`src/rtl/sha256_padder.sv`:
```
// SHA-256 message padder: packs a byte stream into 512-bit blocks with 0x80 + zero fill + 64-bit bit length.
// Optional feature macro SHA_PAD_LEN_CHK_EN: saturating byte count with sticky o_len_err.
module sha256_padder #(
    parameter int MAX_BYTES_W = 32
) (
    input  logic         usr_clk,
    input  logic         usr_reset_n,
    input  logic         i_valid,
    input  logic [7:0]   i_byte,
    input  logic         i_last,
    output logic         o_ready,
    output logic         o_blk_valid,
    output logic [511:0] o_blk,
    output logic         o_blk_last,
    input  logic         i_blk_ready,
    output logic         o_len_err
);

    typedef enum logic [1:0] {FILL, PAD, EMIT, LEN} state_t;

    state_t                 r_state;
    state_t                 w_state_nxt;
    logic                   r_run;
    logic [5:0]             r_ptr;
    logic [MAX_BYTES_W-1:0] r_count;
    logic [511:0]           r_blk;
    logic                   r_blk_valid;
    logic                   r_blk_last;
    logic                   r_len_pend;
    logic                   r_pad_pend;

    logic                   w_accept;
    logic [63:0]            w_len;
    logic [511:0]           w_pad_blk;
    logic [511:0]           w_len_blk;
    logic [MAX_BYTES_W-1:0] w_count_nxt;

    // r_run keeps o_ready low until the first edge after reset release
    assign o_ready     = r_run & (r_state == FILL);
    assign w_accept    = i_valid & o_ready;
    assign o_blk       = r_blk;
    assign o_blk_valid = r_blk_valid;
    assign o_blk_last  = r_blk_last;

`ifdef SHA_PAD_LEN_CHK_EN
    logic r_len_err;
    logic w_len_err_set;

    always_comb begin
        w_len_err_set = 1'b0;
        w_count_nxt   = r_count + MAX_BYTES_W'(1);
        if (&r_count) begin
            w_count_nxt   = r_count;
            w_len_err_set = 1'b1;
        end
    end

    always_ff @(posedge usr_clk or negedge usr_reset_n) begin
        if (!usr_reset_n)
            r_len_err <= 1'b0;
        else if (w_accept && w_len_err_set)
            r_len_err <= 1'b1;
    end

    assign o_len_err = r_len_err;
`else
    assign w_count_nxt = r_count + MAX_BYTES_W'(1);
    assign o_len_err   = 1'b0;
`endif

    always_comb begin
        w_len = '0;
        w_len[MAX_BYTES_W+2:0] = {r_count, 3'b000};
    end

    assign w_len_blk = {448'b0, w_len};

    // 0x80 at ptr, zeros after it; length only fits when ptr leaves bytes 56..63 free
    always_comb begin
        w_pad_blk = r_blk;
        for (int unsigned i = 0; i < 64; i++) begin
            if (i == 32'(r_ptr))
                w_pad_blk[511-8*i -: 8] = 8'h80;
            else if (i > 32'(r_ptr))
                w_pad_blk[511-8*i -: 8] = 8'h00;
        end
        if (r_ptr <= 6'd55)
            w_pad_blk[63:0] = w_len;
    end

    always_comb begin
        w_state_nxt = r_state;
        case (r_state)
            FILL: begin
                if (w_accept && (r_ptr == 6'd63))
                    w_state_nxt = EMIT;
                else if (w_accept && i_last)
                    w_state_nxt = PAD;
            end
            PAD:  w_state_nxt = EMIT;
            LEN:  w_state_nxt = EMIT;
            EMIT: begin
                if (i_blk_ready) begin
                    if (r_len_pend)
                        w_state_nxt = LEN;
                    else if (r_pad_pend)
                        w_state_nxt = PAD;
                    else
                        w_state_nxt = FILL;
                end
            end
            default: w_state_nxt = FILL;
        endcase
    end

    always_ff @(posedge usr_clk or negedge usr_reset_n) begin
        if (!usr_reset_n) begin
            r_state <= FILL;
            r_run   <= 1'b0;
        end else begin
            r_state <= w_state_nxt;
            r_run   <= 1'b1;
        end
    end

    always_ff @(posedge usr_clk or negedge usr_reset_n) begin
        if (!usr_reset_n) begin
            r_ptr       <= '0;
            r_count     <= '0;
            r_blk       <= '0;
            r_blk_valid <= 1'b0;
            r_blk_last  <= 1'b0;
            r_len_pend  <= 1'b0;
            r_pad_pend  <= 1'b0;
        end else begin
            case (r_state)
                FILL: begin
                    if (w_accept) begin
                        r_blk[{~r_ptr, 3'b000} +: 8] <= i_byte;
                        r_count <= w_count_nxt;
                        r_ptr   <= r_ptr + 6'd1;
                        if (r_ptr == 6'd63) begin
                            r_blk_valid <= 1'b1;
                            r_blk_last  <= 1'b0;
                            r_pad_pend  <= i_last;
                        end
                    end
                end
                PAD: begin
                    r_blk       <= w_pad_blk;
                    r_blk_valid <= 1'b1;
                    r_blk_last  <= (r_ptr <= 6'd55);
                    r_len_pend  <= (r_ptr > 6'd55);
                    r_pad_pend  <= 1'b0;
                    r_ptr       <= '0;
                end
                LEN: begin
                    r_blk       <= w_len_blk;
                    r_blk_valid <= 1'b1;
                    r_blk_last  <= 1'b1;
                    r_len_pend  <= 1'b0;
                end
                EMIT: begin
                    if (i_blk_ready) begin
                        r_blk_valid <= 1'b0;
                        r_blk_last  <= 1'b0;
                        if (r_blk_last)
                            r_count <= '0;
                    end
                end
                default: ;
            endcase
        end
    end

endmodule

```
`config.mk`:
```
export PLATFORM = sky130hd
export DESIGN_NAME = sha256_padder
export DESIGN_NICKNAME = d
export VERILOG_FILES = /design/src/rtl/sha256_padder.sv
export SDC_FILE = /design/constraint.sdc
export NUM_CORES = 1
export LEC_CHECK = 0
export BUFFER_PORTS_ARGS = -buffer_cell sky130_fd_sc_hd__buf_4
export CAP_MARGIN = 40
export CORE_UTILIZATION = 26
export DETAILED_ROUTE_END_ITERATION = 12
export GPL_TIMING_DRIVEN = 0
export SYNTH_ARGS = -nofsm -noshare
export SYNTH_HDL_FRONTEND = slang
export SYNTH_SLANG_ARGS = --single-unit
```
`constraint.sdc`:
```
create_clock -name usr_clk -period 4 [get_ports usr_clk]
set_input_delay 0.8 -clock usr_clk [delete_from_list [all_inputs] [get_ports usr_clk]]
set_output_delay 0.8 -clock usr_clk [all_outputs]
set_load 0.05 [all_outputs]
```
# Yosys cells after proc, flatten, opt, wreduce, memory -nomap -nowiden
# Index checks and enable logic that the tools add are counted.
# classes
add_sub_neg	3
multipliers	0
div_mod_pow	0
n_lt_le_gt_ge	65
n_eq_ne	136
n_shift	2
mux	154
bitwise	3
reduce_logical	78
# ops
operator	n
one-hot mux 512 bit (3 select lines)	1
2-to-1 mux 8 bit	127
bitwise mux 512 bit	1
2-to-1 mux 512 bit	1
variable shift 8 x 11 -> 512 bit (first input constant)	1
indexed part select 8 x 11 -> 512 bit	1
AND reduction 3 bit	66
equality test 6 bit (first input constant)	32
greater-than comparator 6 bit (first input constant)	32
inequality test 3 bit (second input constant)	55
equality test 5 x 6 -> 1 bit (first input constant)	16
greater-than comparator 5 x 6 -> 1 bit (first input constant)	16
2-to-1 mux 32 bit	3
2-to-1 mux 64 bit	1
one-hot mux 32 bit (2 select lines)	1
equality test 4 x 6 -> 1 bit (first input constant)	8
greater-than comparator 4 x 6 -> 1 bit (first input constant)	8
adder 32 x 1 -> 32 bit (second input constant)	1
inequality test 4 bit (second input constant)	8
equality test 3 x 6 -> 1 bit (first input constant)	4
greater-than comparator 3 x 6 -> 1 bit (first input constant)	4
equality test 2 x 6 -> 1 bit (first input constant)	2
greater-than comparator 2 x 6 -> 1 bit (first input constant)	2
one-hot mux 6 bit (2 select lines)	1
other kinds (29)	49
# word_totals
reg_bits	557
latchBits	0
ram_bits	0
romBits	0
in_bits	13
out_inout_bits	516
wordCells	513
memories	0

# Depth between registers and ports, before layout
# depth
word_depth	7
depth_mapped	12
mapped_depth_nobuf	8

# Worst setup path after synthesis
# OpenSTA, ideal clock, no wires.
# synth_path
path_type	reg2reg
from	register r_ptr[1]
to	register (tool-made name)
setup_time_ps	125
arrival_ps	2517
required_time_ps	3875
slack_ps	1358
path_stages_with_launch	10
path_buffers	4
period_less_slack_ps	2642
path_cell_list	dfrtp_1 > buf_4 > buf_2 > inv_1 > ha_1 > buf_1 > clkbuf_1 > o211ai_1 > a211o_1 > mux2_2
# synth_rtl
item	line	text
start, declared	24	logic [5:0] r_ptr;
start signal, assigned	141	r_ptr <= r_ptr + 6'd1;

==> results.json <==
{
  "gp_congestion": 1.04,
  "synthMuxAreaShare_pct": 2.65,
  "syn_avg_cell_area_um2": 10.8,
  "final_util_pct": 35.3,
  "overflow": 0,
  "fmaxAchievable_mhz": 251,
  "synth_edf_count": 0,
  "cp-end-kind": "register",
  "total_power_mw": 21.7,
  "syn-num-nets": 2318,
  "num-fill-cells": 9638,
  "yosys.cell_types.count": 92,
  "drc_errors": 0,
  "clkLatencyLatePin_ns": 0.65,
  "synth_xor_area_share_pct": 1.30,
  "rsz0062_at_grt": "false",
  "hp-class": "in -> async",
  "synth_top_family_by_area": "compound AO/OA/AOI/OAI gates",
  "synth-async-reset-ratio_pct": 100,
  "grt_antenna_before_repair": 5,
  "period_needed_ns": 3.99,
  "grtUsageTotal_pct": 27.4,
  "num_io_pins": 529,
  "criticalPathCategory": "reg -> reg",
  "numCtsBuffers": 67,
  "cellLeakagePower_nw": 15.7,
  "synthAdderAreaFrac_pct": 0.453,
  "viasPerCell": 5.47,
  "cts_buffer_depth": 3,
  "start_kind": "register",
  "synth_commonest_cells": "dfrtp_1 (557), nand2_1 (241), a22o_1 (212), o21ai_0 (157), nor2_1 (151)",
  "clock-sinks": 557,
  "first_pass_iters": 6,
  "synthFlopType": "dfrtp_1",
  "port_buffers": 526,
  "reg2reg_slack_ns": 0.01,
  "wl_per_cell_um": 31.7,
  "area_growth_pct": 34.5,
  "maxSlewHeadroom_pct": 32.8,
  "fin_nets": 2986,
  "grt_pass1_vias": 22951,
  "synth_warnings": 0,
  "setup_ws_ns": 0.0130,
  "yosysMostFrequentCell": "dfrtp_1",
  "place_ws_ns": -0.412,
  "netlist_instances": 2296,
  "dp_hpwl_um": 104000,
  "grt_max_degree": 118,
  "p_per_area_nw_per_um2": 649,
  "ys_seq_area_share_pct": 56.0,
  "chipHeight_um": 311,
  "num_vias": 23408,
  "postCtsResizedCells": 8,
  "multi_input_area_um2": 10200,
  "grt_pass1_wl_um": 188000,
  "core_um2": 94900,
  "die_w_um": 311,
  "worst-r2r-cell-count": 8,
  "crit_fanout": 10,
  "synth_compound_area_share_pct": 24.0,
  "status": "completed",
  "vdd_drop_max_mv": 0.330,
  "clock-root-buffer": "clkbuf_16",
  "hold_viol_final": 0,
  "cts_tree": "yes",
  "drt_iter0_markers": 2316,
  "synth.top_cell.area_share_pct": 56.0,
  "required_ns": 4.53,
  "reg2reg_from": "r_ptr[0]",
  "arrival_ns": 4.52,
  "htree_levels": 3,
  "yosys.area_share.simple_pct": 12.3,
  "fin_crit_sh_pct": 99.7,
  "initial_core_util_pct": 26.2,
  "ctsHoldBuffers": 0,
  "tightest_slew_ns": 1.01,
  "postCtsSetupRepairBufs": 0,
  "synth_area_leaders": "dfrtp_1 (56%), a22o_1 (7.5%), nand2_1 (3.6%)",
  "final-max-slew-violation-count": 0,
  "setup_viol": 0,
  "num_rows": 113,
  "maxCapViolations": 0,
  "ff_latch_area_um2": 13900,
  "cts.clk_slew.worst_paths_ns": 0.06,
  "ys_seq_elements": 557,
  "fp.dieArea_um2": 96900,
  "fin_skew_ns": 0.0290,
  "totalWireLength_um": 136000,
  "drive_gt1_share_pct": 29.0,
  "synth_top_area_cell": "dfrtp_1",
  "synth.cell_area_um2": 24900,
  "route.antenna.remaining_nets": 0
}
==> metrics by stage <==
step | instance area (µm²) | setup TNS, ns | cells | hold slack (ns)
detailed placement | 31200 | -16.54 | 4161 | 0.467
finish | 33500 | 0 | 4282 | 0.113
floorplan | 24900 | 0 | 2296 | 0.482
global route | 33500 | 0 | 4280 | 0.128
CTS | 33400 | 0 | 4280 | 0.103
global placement | 30400 | -2443.72 | 4087 | 0.465
==> worst max-delay path: stages (launching register included) <==
cell and delay [ns]:
dfrtp_1 0.43, buf_2 0.22, inv_1 0.46, ha_1 0.70
buf_2 0.46, nor2_1 0.27, a31oi_1 0.54, o21ai_1 0.41
mux2_2 0.37
==> worst max path at each step <==
stage | start | end | slack, ns
final | r_ptr[0] | register | 0.01
after global routing | r_ptr[1] | o_blk[187] | 0.005
after CTS | r_ptr[1] | o_blk[299] | 0.005
after detailed placement | r_state[1] | o_blk[44] | -0.41
after global placement | usr_reset_n | o_blk[104] | -4.26
after floorplan | r_ptr[1] | register | 1.36
==> cell type report <==
cell class | count | area share, %
Timing Repair Buffer | 600 | 14.1
Buffer | 146 | 2.01
Tap cell | 1265 | 4.73
Clock inverter | 27 | 0.837
Sequential cell | 557 | 41.6
Clock buffer | 93 | 5.82
Antenna cell | 2 | 0.0150
Inverter | 36 | 0.404
Multi-Input combinational cell | 1556 | 30.4
==> power breakdown <==
part	total, mW	internal, mW	switching (mW)
Combinational	9.15	2.11	7.04
Sequential	6.35	6.05	0.295
Clock	6.22	3.64	2.59
Total	21.7	11.8	9.92
==> cell families after synthesis <==
group	count (synthesis)
AND/OR/NAND/NOR	649
other	2
adder cells (fa/ha/maj)	9
XOR/XNOR	36
flip-flops	557
multiplexers	59
buffers and inverters	183
AO/OA/AOI/OAI	801
==> placed cells by master (no fill, tap or decap), types with 9 or more instances in the layout <==
cell type	Yosys	layout
a2bb2oi_1	16	16
ha_1	9	9
clkbuf_2	1	9
clkbuf_16	0	70
a21oi_1	90	89
inv_1	35	35
a32o_1	34	34
a22o_1	212	212
nand2b_1	14	14
nor3_1	40	39
a22oi_1	11	11
clkbuf_8	0	11
nor2_1	151	148
o21a_1	11	11
and3_1	18	18
nand2_1	241	241
buf_6	3	11
dfrtp_1	557	557
or3_1	11	11
buf_2	32	45
a21o_1	15	15
o21ai_0	157	157
a31oi_1	24	24
mux2_2	53	53
clkinv_2	0	9
xnor2_1	9	9
buf_8	1	16
o2bb2ai_1	97	97
o22ai_1	16	16
nand4_1	18	18
o21ai_1	13	13
a311oi_1	10	10
clkbuf_1	91	95
nand3_1	67	65
o211ai_1	20	20
and2_1	28	28
buf_4	9	566
xor2_1	26	26
==> routing by layer <==
layer	routed length [µm]	vias up	share of wire [%]	track usage [%]
met4	5780	4	4.3	10.9
met5	23	-	0.017	0
li1	-	9899	-	-
met3	11100	297	8.2	7.29
met2	62800	1092	46	43.3
met1	56000	12116	41	35.4
(Power assumes the default switching activity.)
